==> src/rtl/sha256_id_issuer.sv <==
// Packet ID issuer and credit controller at the head of the SHA-256 pipeline.
// Each packet gets a 6-bit wrapping ID that tags all of its blocks toward the hash
// engine. The ID is also pushed once to the ID buffer FIFO. A credit counter limits
// how many packets can be in flight, so the validator's wrap comparison stays
// unambiguous.
module sha256_id_issuer #(
    parameter int unsigned MAX_OUTSTANDING = 31
) (
    input  logic         clk,
    input  logic         nrst,
    input  logic         en_i,
    input  logic         sync_rst_i,
    input  logic [5:0]   cfg_seed_i,
    input  logic         cfg_seed_load_i,
    input  logic [511:0] msg_in_data_i,
    input  logic         msg_in_last_i,
    input  logic         msg_in_valid_i,
    output logic         msg_in_ready_o,
    output logic [511:0] msg_out_data_o,
    output logic [5:0]   msg_out_id_o,
    output logic         msg_out_last_o,
    output logic         msg_out_valid_o,
    input  logic         msg_out_ready_i,
    output logic [5:0]   id_out_o,
    output logic         id_out_last_o,
    output logic         id_out_valid_o,
    input  logic         id_out_ready_i,
    input  logic         hash_done_i,
    output logic [5:0]   status_next_id_o,
    output logic [5:0]   status_outstanding_o,
    output logic [1:0]   status_err_o,
    input  logic         status_clear_i
);

    typedef enum logic [0:0] {StIdle, StStream} state_e;

    localparam logic [5:0] MaxOut = 6'(MAX_OUTSTANDING);

    state_e         state_q;
    logic [5:0]     next_id_q;
    logic [5:0]     cur_id_q;
    logic [5:0]     outstanding_q;
    logic [511:0]   msg_out_data_q;
    logic [5:0]     msg_out_id_q;
    logic           msg_out_last_q;
    logic           msg_out_valid_q;
    logic [5:0]     id_out_q;
    logic           id_out_valid_q;
    logic [1:0]     err_q;

    logic slot_free;
    logic credit_ok;
    logic id_slot_ok;
    logic seed_req;
    logic seed_ok;
    logic ready;
    logic accept;
    logic alloc;

    // Handshake qualification; a seed load request in IDLE blocks allocation that cycle.
    always_comb begin
        slot_free  = !msg_out_valid_q || msg_out_ready_i;
        credit_ok  = outstanding_q < MaxOut;
        id_slot_ok = !id_out_valid_q || id_out_ready_i;
        seed_req   = en_i && cfg_seed_load_i;
        seed_ok    = (state_q == StIdle) && (outstanding_q == 6'd0) &&
                     !id_out_valid_q && !msg_out_valid_q;
        if (state_q == StIdle) begin
            ready = en_i && slot_free && credit_ok && id_slot_ok && !seed_req;
        end else begin
            ready = en_i && slot_free;
        end
        accept = msg_in_valid_i && ready;
        alloc  = accept && (state_q == StIdle);
    end

    // Packet FSM, credit counter, ID allocation and registered outputs.
    always_ff @(posedge clk or negedge nrst) begin
        if (!nrst) begin
            state_q         <= StIdle;
            next_id_q       <= 6'd0;
            cur_id_q        <= 6'd0;
            outstanding_q   <= 6'd0;
            msg_out_data_q  <= '0;
            msg_out_id_q    <= 6'd0;
            msg_out_last_q  <= 1'b0;
            msg_out_valid_q <= 1'b0;
            id_out_q        <= 6'd0;
            id_out_valid_q  <= 1'b0;
            err_q           <= 2'b00;
        end else if (sync_rst_i) begin
            state_q         <= StIdle;
            next_id_q       <= 6'd0;
            cur_id_q        <= 6'd0;
            outstanding_q   <= 6'd0;
            msg_out_data_q  <= '0;
            msg_out_id_q    <= 6'd0;
            msg_out_last_q  <= 1'b0;
            msg_out_valid_q <= 1'b0;
            id_out_q        <= 6'd0;
            id_out_valid_q  <= 1'b0;
            err_q           <= 2'b00;
        end else if (en_i) begin
            if (accept) begin
                msg_out_data_q  <= msg_in_data_i;
                msg_out_last_q  <= msg_in_last_i;
                msg_out_id_q    <= alloc ? next_id_q : cur_id_q;
                msg_out_valid_q <= 1'b1;
                state_q         <= msg_in_last_i ? StIdle : StStream;
            end else if (msg_out_ready_i) begin
                msg_out_valid_q <= 1'b0;
            end

            if (alloc) begin
                id_out_q       <= next_id_q;
                id_out_valid_q <= 1'b1;
                cur_id_q       <= next_id_q;
                next_id_q      <= next_id_q + 6'd1;
            end else begin
                if (id_out_ready_i) begin
                    id_out_valid_q <= 1'b0;
                end
                if (seed_req && seed_ok) begin
                    next_id_q <= cfg_seed_i;
                end
            end

            // A simultaneous allocation and credit return cancel out.
            if (alloc && !hash_done_i) begin
                outstanding_q <= outstanding_q + 6'd1;
            end else if (!alloc && hash_done_i && (outstanding_q != 6'd0)) begin
                outstanding_q <= outstanding_q - 6'd1;
            end

            // New error events win over a same-cycle clear.
            err_q <= (status_clear_i ? 2'b00 : err_q) |
                     {seed_req && !seed_ok, hash_done_i && (outstanding_q == 6'd0)};
        end
    end

    assign msg_in_ready_o       = ready;
    assign msg_out_data_o       = msg_out_data_q;
    assign msg_out_id_o         = msg_out_id_q;
    assign msg_out_last_o       = msg_out_last_q;
    assign msg_out_valid_o      = msg_out_valid_q;
    assign id_out_o             = id_out_q;
    assign id_out_last_o        = 1'b1;
    assign id_out_valid_o       = id_out_valid_q;
    assign status_next_id_o     = next_id_q;
    assign status_outstanding_o = outstanding_q;
    assign status_err_o         = err_q;

endmodule

==> config.mk <==
export PLATFORM = sky130hd
export DESIGN_NAME = sha256_id_issuer
export DESIGN_NICKNAME = d
export VERILOG_FILES = /design/src/rtl/sha256_id_issuer.sv
export SDC_FILE = /design/constraint.sdc
export NUM_CORES = 1
export LEC_CHECK = 0
export CAP_MARGIN = 20
export CORE_AREA = 2 2 413 415
export CTS_BUF_LIST = sky130_fd_sc_hd__clkbuf_4
export CTS_CLUSTER_DIAMETER = 120
export DETAILED_ROUTE_END_ITERATION = 8
export DIE_AREA = 0 0 415 417
export GPL_TIMING_DRIVEN = 1
export HOLD_SLACK_MARGIN = 0.03
export PLACE_DENSITY = 0.33
export SLEW_MARGIN = 10
export SYNTH_ARGS = -nofsm -noshare
export SYNTH_HDL_FRONTEND = slang
export SYNTH_SLANG_ARGS = --single-unit
export TNS_END_PERCENT = 5
==> constraint.sdc <==
create_clock -name clk -period 2.5 [get_ports clk]
set_clock_uncertainty 0.15 [all_clocks]
set_input_delay 0.375 -clock clk [delete_from_list [all_inputs] [get_ports clk]]
set_output_delay 0.375 -clock clk [all_outputs]
set_load 0.01 [all_outputs]
=== After elaboration in Yosys (flattened, before gate mapping) ===
Cells that the tools add are included.
Widths: inputs -> output; s select.

* Register bits: 548
* Input bits: 529
* Output and inout bits: 543
* Word-level logic and storage cells: 95

* $add $sub $neg: 3
* $lt $le $gt $ge: 1
* Multiplexer cells: 39
* Bitwise operators: 2
* Reduce and logical (&&, ||, !) cells: 39

{| class="wikitable"
|+ Operators with widths
! operator !! number
|-
| $mux 512 || 3
|-
| $mux 6 || 17
|-
| $logic_and 1x1->1 || 16
|-
| $mux 1 || 16
|-
| $add 6x1->6 const B || 2
|-
| $reduce_and 2->1 || 6
|-
| $reduce_bool 3->1 || 4
|-
| $logic_not 1->1 || 6
|-
| $logic_not 6->1 || 1
|-
| $lt 6x5->1 const B || 1
|-
| $mux 2 || 3
|-
| $reduce_bool 2->1 || 3
|-
| $reduce_bool 6->1 || 1
|-
| $sub 6x1->6 const B || 1
|-
| $logic_or 1x1->1 || 2
|-
| $or 2x2->2 || 1
|-
| $not 1->1 || 1
|}

=== Depth between registers and ports, before layout ===
Gate-level depths: netlist of the first run.

* Word-level depth: 16
* Mapped depth: 11
* Gate-level depth less buffers: 11

=== Least setup slack after synthesis of the first run ===
OpenSTA, ideal clock, no wires.

* Path type: reg2reg
* From: reg outstanding_q[0] (netlist: status_outstanding_o[0])
* To: reg outstanding_q[5] (netlist: status_outstanding_o[5])
* Setup time: 120 ps
* Arrival: 2528 ps
* Required time: 2230 ps
* Path slack: -298 ps
* Cell stages (with the launch flop): 12
* Path buffers: 0
* Path through: dfrtp_1 > nand4_1 > o221ai_2 > nor4_2 > inv_1 > ha_1 > a211oi_1 > o21bai_1 > a21oi_1 > xor2_1 > a21oi_1 > a31o_1

* Longest elaborated chain between the ends: 12

{| class="wikitable"
|+ Ends and longest elaborated chain
! item !! RTL line !! source
|-
| start: declaration || 42 || <nowiki>logic [5:0] outstanding_q;</nowiki>
|-
| start signal: assignment || 130 || <nowiki>outstanding_q <= outstanding_q + 6'd1;</nowiki>
|-
| start signal: assignment || 132 || <nowiki>outstanding_q <= outstanding_q - 6'd1;</nowiki>
|-
| $lt 6x5->1 || 63 || <nowiki>credit_ok = outstanding_q < MaxOut;</nowiki>
|-
| $logic_and 1x1->1 (3 in a row) || 69 || <nowiki>ready = en_i && slot_free && credit_ok && id_slot_ok && !seed_req;</nowiki>
|-
| $mux 1 || 68 || <nowiki>if (state_q == StIdle) begin</nowiki>
|-
| $logic_and 1x1->1 || 73 || <nowiki>accept = msg_in_valid_i && ready;</nowiki>
|-
| $logic_and 1x1->1 || 74 || <nowiki>alloc = accept && (state_q == StIdle);</nowiki>
|-
| $logic_not 1->1 || 131 || <nowiki>end else if (!alloc && hash_done_i && (outstanding_q != 6'd0)) begin</nowiki>
|-
| $logic_and 1x1->1 (2 in a row) || 131 ||
|-
| $reduce_bool 3->1 (no line) || n/a ||
|-
| $reduce_and 2->1 (no line) || n/a ||
|}

Several ways; a longest one is shown, not always the timed one. The select of a mux whose other input is x is not followed.
A chain may end at the register's enable or synchronous reset.

=== Worst setup path in the final report of the first run ===
* From: reg outstanding_q[2] (netlist: status_outstanding_o[2])
* To: out msg_in_ready_o

* Longest elaborated chain between the ends: 5

{| class="wikitable"
|+ Ends and longest elaborated chain
! item !! RTL line !! source
|-
| $lt 6x5->1 || 63 ||
|-
| $logic_and 1x1->1 (3 in a row) || 69 ||
|-
| $mux 1 || 68 ||
|-
| end: declaration || 18 || <nowiki>output logic msg_in_ready_o,</nowiki>
|}

Every way passes these cells.

==> flow_metrics.py, run 1 <==
metrics = {
    "routing": {
        "first_iter_violations": 1098,
        "vias_per_cell": 3.688,
        "via_count": 25970,
        "dr.pass1.iters": 5,
        "drc": 0,
        "ant_nets": 0,
        "post_drt_wl_per_cell_um": 18.82,
        "routed_wl_mm": 132.5,
    },
    "timing": {
        "slew_headroom": 0.3087,
        "worst_slew_pin_slew_ns": 1.033,
        "final.period_utilization": 1.152,
        "slew_viol_final": 0,
        "layout_min_cycle_time_ns": 2.881,
        "whs_ns": 0.2496,
        "final-setup-viol-count": 2,
        "hold_viol": 0,
        "fmax_ghz": 0.3471,
        "layout_setup_ws_ns": -0.3810,
        "rsz0062_at_grt": "true",
    },
    "setup_path": {
        "crit_path_start_kind": "flop",
        "path_class": "flop to output port",
        "max_stage_delay_ns": 0.40,
        "cp.arrival_ns": 2.36,
        "reg2reg_slack_ns": -0.09,
        "crit_path_top_delay_cell": "dfrtp_2",
        "crit_path_end": "msg_in_ready_o",
        "r2r_end": "status_outstanding_o[5]",
        "cp_common_cell": "buf_6",
        "crit_chain": "nand4_1, o221ai_2, buf_4, a21oi_4, buf_6, buf_6",
        "path_max_fanout": 2,
        "cp-end-kind": "output port",
        "rr_worst_depth": 12,
        "required_ns": 1.98,
        "cp-startpoint": "status_outstanding_o[2]",
        "r2r_start": "status_outstanding_o[2]",
    },
    "cts": {
        "cts_tree": "built",
        "clk-insertion-delay-late_ns": 1.20,
        "cts_sinks": 548,
        "cts_made_buffers": 184,
        "cts.htree.levels": 4,
        "root_buffer": "clkbuf_4",
        "cts.path.max_buffers": 3,
        "clkSlewWorstSetupHoldPaths_ns": 0.06,
    },
    "final_layout": {
        "regArea_um2": 13730,
        "design_area_um2": 48450,
        "layout_commonest_cell": "nand2_1",
        "syn2layout_area_growth_pct": 120.6,
        "nets": 5203,
        "fillers": 18270,
        "final_cell_mix": "nand2_1, dlygate4sd3_1, dfrtp_1",
        "multi_input_area_um2": 7318,
        "layout-drive-gt1-share": 0.1733,
    },
    "placement": {
        "dp_hpwl_mm": 96.45,
        "post_dp_cell_area_um2": 36350,
        "gp_congestion": 0.7969,
        "portBuffers": 1070,
    },
    "logic_synthesis": {
        "syn_area_um2": 21960,
        "synth_edf_count": 0,
        "ys_seq_elements": 548,
        "ys_seq_area_frac": 0.6244,
        "yosysUniqueCellTypes": 37,
        "async_flop_share": 1.000,
        "avgSynthCellArea_um2": 9.083,
        "ys_warn_count": 0,
        "synthFlopType": "dfrtp_1",
        "synth_fp_nets": 2953,
        "syn_inst": 2418,
    },
    "min_path": {
        "hp-class": "input port to flop",
    },
    "power": {
        "peakVddDrop_uv": 435.9,
        "power_density_nw_per_um2": 542.4,
        "leakagePower_nw": 24.01,
    },
    "grt": {
        "grt_antenna_before_repair": 13,
        "grt_pass1_wl_mm": 191.4,
        "grt_start_max_net_pins": 121,
        "grt_usage": 0.1502,
        "grt_pass1_vias": 27590,
        "overflow": 0,
    },
    "flow_run": {
        "maxCapViolCount": 0,
    },
    "floorplan": {
        "start_util": 0.1303,
        "die-area_um2": 173100,
        "die_height_um": 417,
        "num_rows": 151,
        "io_pins": 1072,
        "core_um2": 168500,
        "die_w_um": 415,
    },
    "outcome": {
        "violations": "setup timing",
        "status": "complete, but fails checks",
    },
}
## routing by layer
| layer | GRT usage | part of all wire | up-vias |
|---|---|---|---|
| met5 | 0 | 0 | - |
| met4 | 0.06211 | 0.036 | 0 |
| met3 | 0.06307 | 0.084 | 235 |
| met2 | 0.2531 | 0.49 | 807 |
| met1 | 0.1659 | 0.39 | 12470 |
| li1 | - | - | 12450 |
## worst min-delay path by stage
stage / cells past startpoint / slack [ns] / startpoint / endpoint
floorplan: 0 / -0.07 / nrst / cur_id_q[0]
global placement: 1 / 0.20 / nrst / msg_out_data_o[237]
detailed placement: 1 / 0.19 / nrst / msg_out_data_o[240]
CTS: 4 / 0.03 / msg_in_data_i[96] / msg_out_data_o[96]
global route: 4 / 0.04 / msg_in_data_i[432] / msg_out_data_o[432]
finish: 4 / 0.25 / msg_in_data_i[96] / msg_out_data_o[96]
## power by group
part	leakage (nW)	internal (mW)	switching (mW)
Sequential	7.52	9.40	0.324
Clock	1.41	5.37	4.76
Combinational	15.1	3.47	2.95
Total	24.0	18.2	8.04
## Yosys cell counts, types with 2 or more instances
| cell | count | area [um2] |
|---|---|---|
| nand2_1 | 1047 | 3930 |
| dfrtp_1 | 548 | 13710 |
| a21oi_1 | 533 | 2668 |
| clkbuf_1 | 82 | 307.8 |
| buf_2 | 76 | 380.4 |
| nor2_1 | 31 | 116.4 |
| buf_6 | 23 | 259.0 |
| inv_1 | 10 | 37.54 |
| a211oi_1 | 9 | 67.56 |
| o21ai_0 | 6 | 30.03 |
| a21boi_0 | 5 | 37.54 |
| ha_1 | 5 | 62.56 |
| mux2i_1 | 5 | 50.05 |
| nor3_1 | 4 | 20.02 |
| xnor2_1 | 4 | 35.03 |
| a32oi_1 | 3 | 26.28 |
| and2_1 | 3 | 18.77 |
| nand3_1 | 3 | 15.01 |
| a21o_1 | 2 | 15.01 |
| nand4_1 | 2 | 12.51 |
## final cells by class
cell class	instances	share of cell area
Tap cell	2218	0.05728
Sequential cell	548	0.2834
Timing Repair Buffer	2246	0.4576
Clock buffer	273	0.04230
Multi-Input combinational cell	1678	0.1510
Antenna cell	21	0.001085
Clock inverter	46	0.006508
Inverter	10	0.0007747
## stage by stage
stage	util	setup TNS [ns]	power [mW]	worst slack, ns	cells
after floorplan	-	-0.06964	11.74	-0.06964	2418
after global placement	0.2157	-48.08	15.29	-0.6228	5688
after detailed placement	0.2157	-47.87	15.26	-0.5732	5688
after CTS	0.2877	-144.39	27.15	-0.7764	7017
after global routing	0.2875	-19.87	28.01	-0.6699	7039
final	0.2875	-0.4700	26.28	-0.3810	7040
## worst max-delay path: cells and delay by family (launching register included)
kind / cells / cell delay [ns]
compound gates: 2 / 0.24
flops: 1 / 0.40
simple gates: 1 / 0.15
buf+inv: 3 / 0.36
## logic make-up (layout without fill, tap and decap cells)
kind of cell / Yosys count / count (layout) / synth area share
AOI/OAI and AO/OA: 564 / 564 / 0.1322
xor gates and xnor gates: 5 / 5 / 0.001994
adders and majority gates: 6 / 6 / 0.003760
buffers and inverters: 192 / 2575 / 0.04518
DFF: 548 / 548 / 0.6244
muxes: 6 / 6 / 0.002792
other: 1 / 22 / 0.0001707
and+or+nand+nor: 1096 / 1096 / 0.1895
## state kept, by name, indices dropped and copies added (netlist names)
| name | cells |
|---|---|
| status_next_id_o | 6 |
| id_out_valid_o | 1 |
| status_outstanding_o | 6 |
| msg_out_data_o | 512 |
| msg_out_last_o | 1 |
| status_err_o | 2 |
| state_q | 1 |
| msg_out_id_o | 6 |
| msg_out_valid_o | 1 |
| cur_id_q | 6 |
| id_out_o | 6 |
## timing repair
| item | CTS | global route |
|---|---|---|
| resized for setup | 965 | 495 |
| pin swaps | 3 | 4 |
| endpoints found under the hold margin | 1096 | 0 |
| setup endpoints to repair | 544 | 602 |
| hold buffers | 1002 | 0 |
| buffers inserted | 9 | 2 |
Power figures use the tool's default switching activity.
==> run 2: changes to the inputs <==
ABC_AREA = 1   (was default)
CORE_AREA = 2 2 419 421   (was 2 2 413 415)
DIE_AREA = 0 0 421 423   (was 0 0 415 417)
PLACE_DENSITY = 0.32   (was 0.33)
==> run 2 against run 1 <==
The run still ends with setup timing left. Register-to-register slack better by 0.10 ns. Sequential share of layout area is 1.2 points higher. Wire length is 2.8% higher. Global-route usage hardly changed. Synthesized cell count is 0.74% lower. Largest cell class unchanged. Largest power group is now sequential cells.
==> flow_metrics.py, run 2 <==
metrics = {
    "outcome": {
        "status": "complete, but fails checks",
        "violations": "setup timing",
    },
    "final_layout": {
        "final_cell_mix": "nand2_1, dlygate4sd3_1, dfrtp_1",
        "layout-drive-gt1-share": 0.1505,
        "largest_reg_flops": 512,
        "syn2layout_area_growth_pct": 118.0,
        "multi_input_area_um2": 6734,
        "nets": 5065,
        "fin_cells": 6987,
        "regArea_um2": 13730,
        "fillers": 18980,
        "layout_commonest_cell": "nand2_1",
    },
    "timing": {
        "slew_viol_final": 0,
        "worst_slew_pin_slew_ns": 0.5919,
        "fmax_ghz": 0.3659,
        "layout_min_cycle_time_ns": 2.733,
        "hold_viol": 0,
        "rsz0062_at_grt": "true",
        "slew_headroom": 0.6054,
        "layout_setup_ws_ns": -0.2327,
        "setup_tns_ns": -0.2327,
        "final.period_utilization": 1.093,
        "final-setup-viol-count": 1,
    },
    "cts": {
        "clk-insertion-delay-late_ns": 1.09,
        "cts_made_buffers": 177,
        "cts.path.max_buffers": 3,
        "clkSlewWorstSetupHoldPaths_ns": 0.07,
        "cts_sinks": 548,
        "cts.htree.levels": 4,
        "cts_tree": "built",
        "root_buffer": "clkbuf_4",
    },
    "power": {
        "power.share.switching": 0.3063,
        "power_frac_comb": 0.228,
        "peakVddDrop_uv": 405.7,
        "pwr-share-seq": 0.393,
        "p_int_mw": 17.11,
        "p_sw_mw": 7.555,
        "leakagePower_nw": 27.56,
        "power_density_nw_per_um2": 529.8,
        "clkPwrFrac": 0.378,
    },
    "floorplan": {
        "io_pins": 1072,
        "num_rows": 153,
        "die-area_um2": 178100,
        "core_um2": 173200,
        "die_w_um": 421,
        "start_util": 0.1233,
        "die_height_um": 423,
    },
    "routing": {
        "routed_wl_mm": 136.2,
        "via_count": 24290,
        "post_drt_wl_per_cell_um": 19.49,
        "vias_per_cell": 3.476,
        "dr.pass1.iters": 5,
        "first_iter_violations": 1176,
        "drc": 0,
        "ant_nets": 0,
    },
    "grt": {
        "grt_start_max_net_pins": 71,
        "grt_usage": 0.1501,
        "overflow": 0,
        "grt_pass1_wl_mm": 193.3,
        "grt_antenna_before_repair": 16,
        "grt_pass1_vias": 26290,
    },
    "logic_synthesis": {
        "async_flop_share": 1.000,
        "yosysMostFrequentCell": "nand2_1",
        "synth_edf_count": 0,
        "avgSynthCellArea_um2": 8.898,
        "yosys-top-cells-area": "dfrtp_1, nand2_1, buf_2, buf_6, buf_4",
        "ys_seq_elements": 548,
        "syn_inst": 2400,
        "synth_top_area_share": 0.6421,
        "syn_area_um2": 21360,
        "synthFlopType": "dfrtp_1",
        "synth_fp_nets": 2935,
        "ys_warn_count": 0,
        "ys_seq_area_frac": 0.6421,
        "synth_top_area_cell": "dfrtp_1",
        "yosysUniqueCellTypes": 33,
        "netlist_top_cells_count": "nand2_1, dfrtp_1, buf_2",
    },
    "setup_path": {
        "path_class": "flop to output port",
        "crit_path_start_kind": "flop",
        "rr_worst_depth": 19,
        "r2r_start": "status_outstanding_o[5]",
        "cp.arrival_ns": 2.21,
        "required_ns": 1.98,
        "cp-end-kind": "output port",
        "path_max_fanout": 2,
        "cp-startpoint": "status_outstanding_o[3]",
    },
    "flow_run": {
        "maxCapViolCount": 0,
    },
    "min_path": {
        "hp-class": "input port to flop",
        "min_path_cells": 4,
        "worstHoldStart": "msg_in_data_i[85]",
    },
    "placement": {
        "gp_congestion": 0.8788,
        "post-place-cells": 5807,
        "portBuffers": 1070,
        "dp_hpwl_mm": 105.2,
    },
}
run 2: cell types whose count changed after synthesis, moves of 9 or more:
| cell | delta |
|---|---|
| nand2_1 | +579 |
| a21oi_1 | -522 |
| clkbuf_1 | -77 |
| buf_4 | +22 |
| buf_2 | -21 |
| nor2_1 | -19 |
| nand3_1 | +16 |
| inv_1 | +12 |
| buf_8 | +11 |
| a211oi_1 | -9 |
run 2: worst paths after layout:
path,slack [ns],end
max,-0.23,msg_in_ready_o
min,0.24,msg_out_data_o[85]
max reg2reg,0.01,status_outstanding_o[5]
min reg2reg,0.31,msg_out_data_o[181]
max in group asynchronous,1.09,msg_out_data_o[260]
min in group asynchronous,0.27,msg_out_data_o[157]
run 2: metrics by stage:
stage               hold slack, ns  setup slack [ns]  utilization  power (mW)  instance area [um2]
global placement            0.1493           -0.3535       0.2049       14.44                35490
detailed placement          0.1461           -0.2842       0.2049       14.40                35490
global route               0.06085           -0.5064       0.2687       26.26                46550
CTS                        0.03035           -0.5690       0.2638       25.31                45710
floorplan                 -0.07059        -0.0009774            -       11.30                21360
finish                      0.2378           -0.2327       0.2688       24.67                46560
run 2: kinds of logic after synthesis:
logic type	count (synthesis)	share of synthesized area
simple gates	1666	0.2953
flops	548	0.6421
buf+inv	144	0.04746
compound gates	28	0.008145
xor+xnor	7	0.002871
fa+ha+maj	6	0.003867
other cells	1	0.0001756
run 2: power groups by stage:
stage / clock network, mW / logic, mW / registers, mW
2_1_floorplan: 0 / 1.23 / 10.1
3_3_place_gp: 0 / 4.59 / 9.85
3_5_place_dp: 0 / 4.55 / 9.85
4_1_cts: 9.92 / 5.68 / 9.71
5_1_grt: 10.4 / 6.12 / 9.75
6_report: 9.34 / 5.63 / 9.70
run 2: what timing repair did:
| action | 4_1_cts | 5_1_grt |
|---|---|---|
| hold endpoints to repair | 1091 | 0 |
| pin swaps | 5 | 24 |
| setup buffers | 11 | 6 |
| resized for setup | 1061 | 323 |
| hold buffers | 859 | 0 |
| setup endpoints to repair | 543 | 399 |
run 2: cell type report:
class	count	share of cell area
Inverter	25	0.002848
Multi-Input combinational cell	1708	0.1446
Clock inverter	42	0.005455
Antenna cell	18	0.0009674
Timing Repair Buffer	2070	0.4483
Tap cell	2325	0.06248
Clock buffer	251	0.04047
Sequential cell	548	0.2949
run 2: worst max-delay path: stages (launching register included):
cell,delay (ns)
dfrtp_1,0.36
nand2_1,0.09
nor2_4,0.15
nor2_2,0.06
buf_4,0.13
o21a_4,0.19
buf_6,0.12
run 2: per-layer routing:
| layer | GRT usage | vias to the layer above | wire [um] |
|---|---|---|---|
| met5 | 0 | - | 0 |
| met4 | 0.04490 | 0 | 3495 |
| met3 | 0.05718 | 218 | 10850 |
| met2 | 0.2564 | 751 | 67380 |
| met1 | 0.1728 | 11670 | 54440 |
| li1 | - | 11650 | - |
==> run 3: changes to the inputs <==
--- a/config.mk
+++ b/config.mk
@@ -17,2 +17,3 @@
 export PLACE_DENSITY = 0.32
+export REMOVE_ABC_BUFFERS = 1
 export SLEW_MARGIN = 10
==> constraint.sdc (replaced) <==
create_clock -name clk -period 2.5 [get_ports clk]
set_clock_uncertainty 0.15 [all_clocks]
set_input_delay 0.5 -clock clk [delete_from_list [all_inputs] [get_ports clk]]
set_output_delay 0.5 -clock clk [all_outputs]
set_load 0.01 [all_outputs]
==> run 3 against run 2 <==
The run still ends with setup timing left. Hold slack better by 0.039 ns. Clock power increased by 0.6%. Fmax shrank 1.4%. Setup slack worse by 0.039 ns. Register-to-register slack about the same. Final area is 11% lower. Final cell count is 4.6% lower. Flip-flop and latch count did not move. First-iteration DRC count down 16%. Critical path type unchanged. Largest cell class unchanged. Highest routed layer unchanged.
==> flow_metrics.py, run 3 (synthesis gave the netlist of run 2 again) <==
metrics = {
    "grt": {
        "grt_pass1_vias": 24410,
        "grt_usage": 0.1374,
        "grt_pass1_wl_mm": 178.7,
        "grt_start_max_net_pins": 64,
        "grt_antenna_before_repair": 5,
        "overflow": 0,
    },
    "setup_path": {
        "rr_worst_depth": 15,
        "path_class": "flop to output port",
        "max_stage_delay_ns": 0.42,
        "crit_chain": "nor2_1, nand2_1, nor2_4, o21a_4, buf_6",
        "crit_path_top_delay_cell": "dfrtp_1",
        "cp.arrival_ns": 2.12,
        "crit_path_start_kind": "flop",
        "cp-end-kind": "output port",
        "path_max_fanout": 2,
        "required_ns": 1.85,
    },
    "final_layout": {
        "final_cell_mix": "nand2_1, dlygate4sd3_1, dfrtp_1",
        "utilization": 0.2403,
        "nets": 4753,
        "design_area_um2": 41630,
        "layout-drive-gt1-share": 0.2254,
        "layout_commonest_cell": "nand2_1",
        "fillers": 19270,
        "largest_reg_flops": 512,
        "syn2layout_area_growth_pct": 94.96,
    },
    "min_path": {
        "hp-class": "input port to flop",
        "min_path_cells": 4,
    },
    "cts": {
        "root_buffer": "clkbuf_4",
        "cts_made_buffers": 178,
        "cts.path.max_buffers": 3,
        "clk-insertion-delay-late_ns": 1.13,
        "cts_tree": "built",
        "clkSlewWorstSetupHoldPaths_ns": 0.07,
        "cts_sinks": 548,
        "cts.htree.levels": 4,
    },
    "placement": {
        "gp_congestion": 0.8264,
        "dp_hpwl_mm": 96.89,
        "pre_cts_slack_ns": -0.4251,
        "portBuffers": 1070,
        "post_dp_cell_area_um2": 35540,
    },
    "timing": {
        "fmax_ghz": 0.3608,
        "final.period_utilization": 1.109,
        "whs_ns": 0.2773,
        "layout_setup_ws_ns": -0.2718,
        "hold_viol": 0,
        "slew_viol_final": 0,
        "worst_slew_pin_slew_ns": 0.5861,
        "slew_headroom": 0.6092,
        "rsz0062_at_grt": "true",
        "layout_min_cycle_time_ns": 2.772,
        "final-setup-viol-count": 2,
    },
    "power": {
        "peakVddDrop_uv": 340.0,
        "power_density_nw_per_um2": 579.7,
        "clkPwrFrac": 0.389,
        "leakagePower_nw": 22.01,
        "p_int_mw": 16.85,
        "p_sw_mw": 7.285,
        "power.share.switching": 0.3018,
        "power_frac_comb": 0.208,
        "pwr-share-seq": 0.403,
    },
    "floorplan": {
        "die_w_um": 421,
        "num_rows": 153,
        "die-area_um2": 178100,
        "start_util": 0.1233,
        "io_pins": 1072,
        "die_height_um": 423,
        "core_um2": 173200,
    },
    "routing": {
        "vias_per_cell": 3.379,
        "post_drt_wl_per_cell_um": 18.68,
        "first_iter_violations": 984,
        "via_count": 22530,
        "drc": 0,
        "ant_nets": 0,
        "routed_wl_mm": 124.6,
        "dr.pass1.iters": 5,
    },
    "outcome": {
        "status": "complete, but fails checks",
        "violations": "setup timing",
    },
    "flow_run": {
        "maxCapViolCount": 0,
    },
}
## run 3: changes by cell type in the layout (fill, tap and decap cells not counted), sizes merged
cell	delta
dlygate4sd3	-322
clkbuf	+273
dlymetal6s2s	-266
buf	+57
clkdlybuf4s15	-42
clkinv	-10
diode	-9
clkinvlp	+2
inv	-2
## run 3: path summary, 6_finish.rpt
kind / from / to / slack [ns]
hold / removal: msg_in_data_i[253] / msg_out_data_o[253] / 0.28
hold reg to reg: msg_out_data_o[378] / msg_out_data_o[378] / 0.31
min in group asynchronous: nrst / msg_out_data_o[120] / 0.29
setup / recovery: status_outstanding_o[5] / msg_in_ready_o / -0.27
max in group asynchronous: nrst / msg_out_data_o[460] / 1.05
setup reg to reg: status_outstanding_o[5] / status_outstanding_o[3] / 0.01
## run 3: what timing repair did
| action | in CTS | in global routing |
|---|---|---|
| endpoints found under the hold margin | 1083 | 0 |
| endpoints found under the setup margin | 542 | 541 |
| buffers inserted | 8 | 12 |
| hold buffers | 537 | 0 |
| resized for setup | 982 | 837 |
| pin swaps | 4 | 6 |
## run 3: layout make-up
class / count / area, um2 / area share
Sequential cell: 548 / 13730 / 0.3299
Timing Repair Buffer: 1757 / 16010 / 0.3845
Clock buffer: 264 / 1982 / 0.04760
Tap cell: 2325 / 2909 / 0.06987
Clock inverter: 32 / 198.9 / 0.004778
Antenna cell: 9 / 22.52 / 0.0005409
Multi-Input combinational cell: 1708 / 6654 / 0.1598
Inverter: 25 / 127.6 / 0.003065
## run 3: layer usage
layer | vias to the layer above | global-route usage | share of wire
li1 | 10990 | - | -
met1 | 10750 | 0.1609 | 0.41
met2 | 603 | 0.2402 | 0.51
met3 | 183 | 0.04361 | 0.062
met4 | 0 | 0.03663 | 0.023
met5 | - | 0 | 0
## run 3: stage by stage
stage	cells	power (mW)	TNS [ns]
6_report	6668	24.14	-0.2938
5_1_grt	6668	25.77	-29.62
4_1_cts	6647	25.07	-160.17
3_5_place_dp	5807	14.42	-69.09
3_3_place_gp	5807	14.46	-76.80
2_1_floorplan	2281	11.18	-1463.35
## run 3: critical path: cells and delay by family (launching register included)
family          cells  cell delay, ns
flops               1            0.42
simple gates        3            0.34
compound gates      1            0.14
buf+inv             1            0.10
## run 3: power groups by stage
stage	registers, mW	clock network, mW	logic, mW
finish	9.73	9.40	5.01
global route	9.78	10.5	5.47
global placement	9.86	0	4.60
floorplan	10.1	0	1.12
detailed placement	9.86	0	4.56
CTS	9.72	10.0	5.31
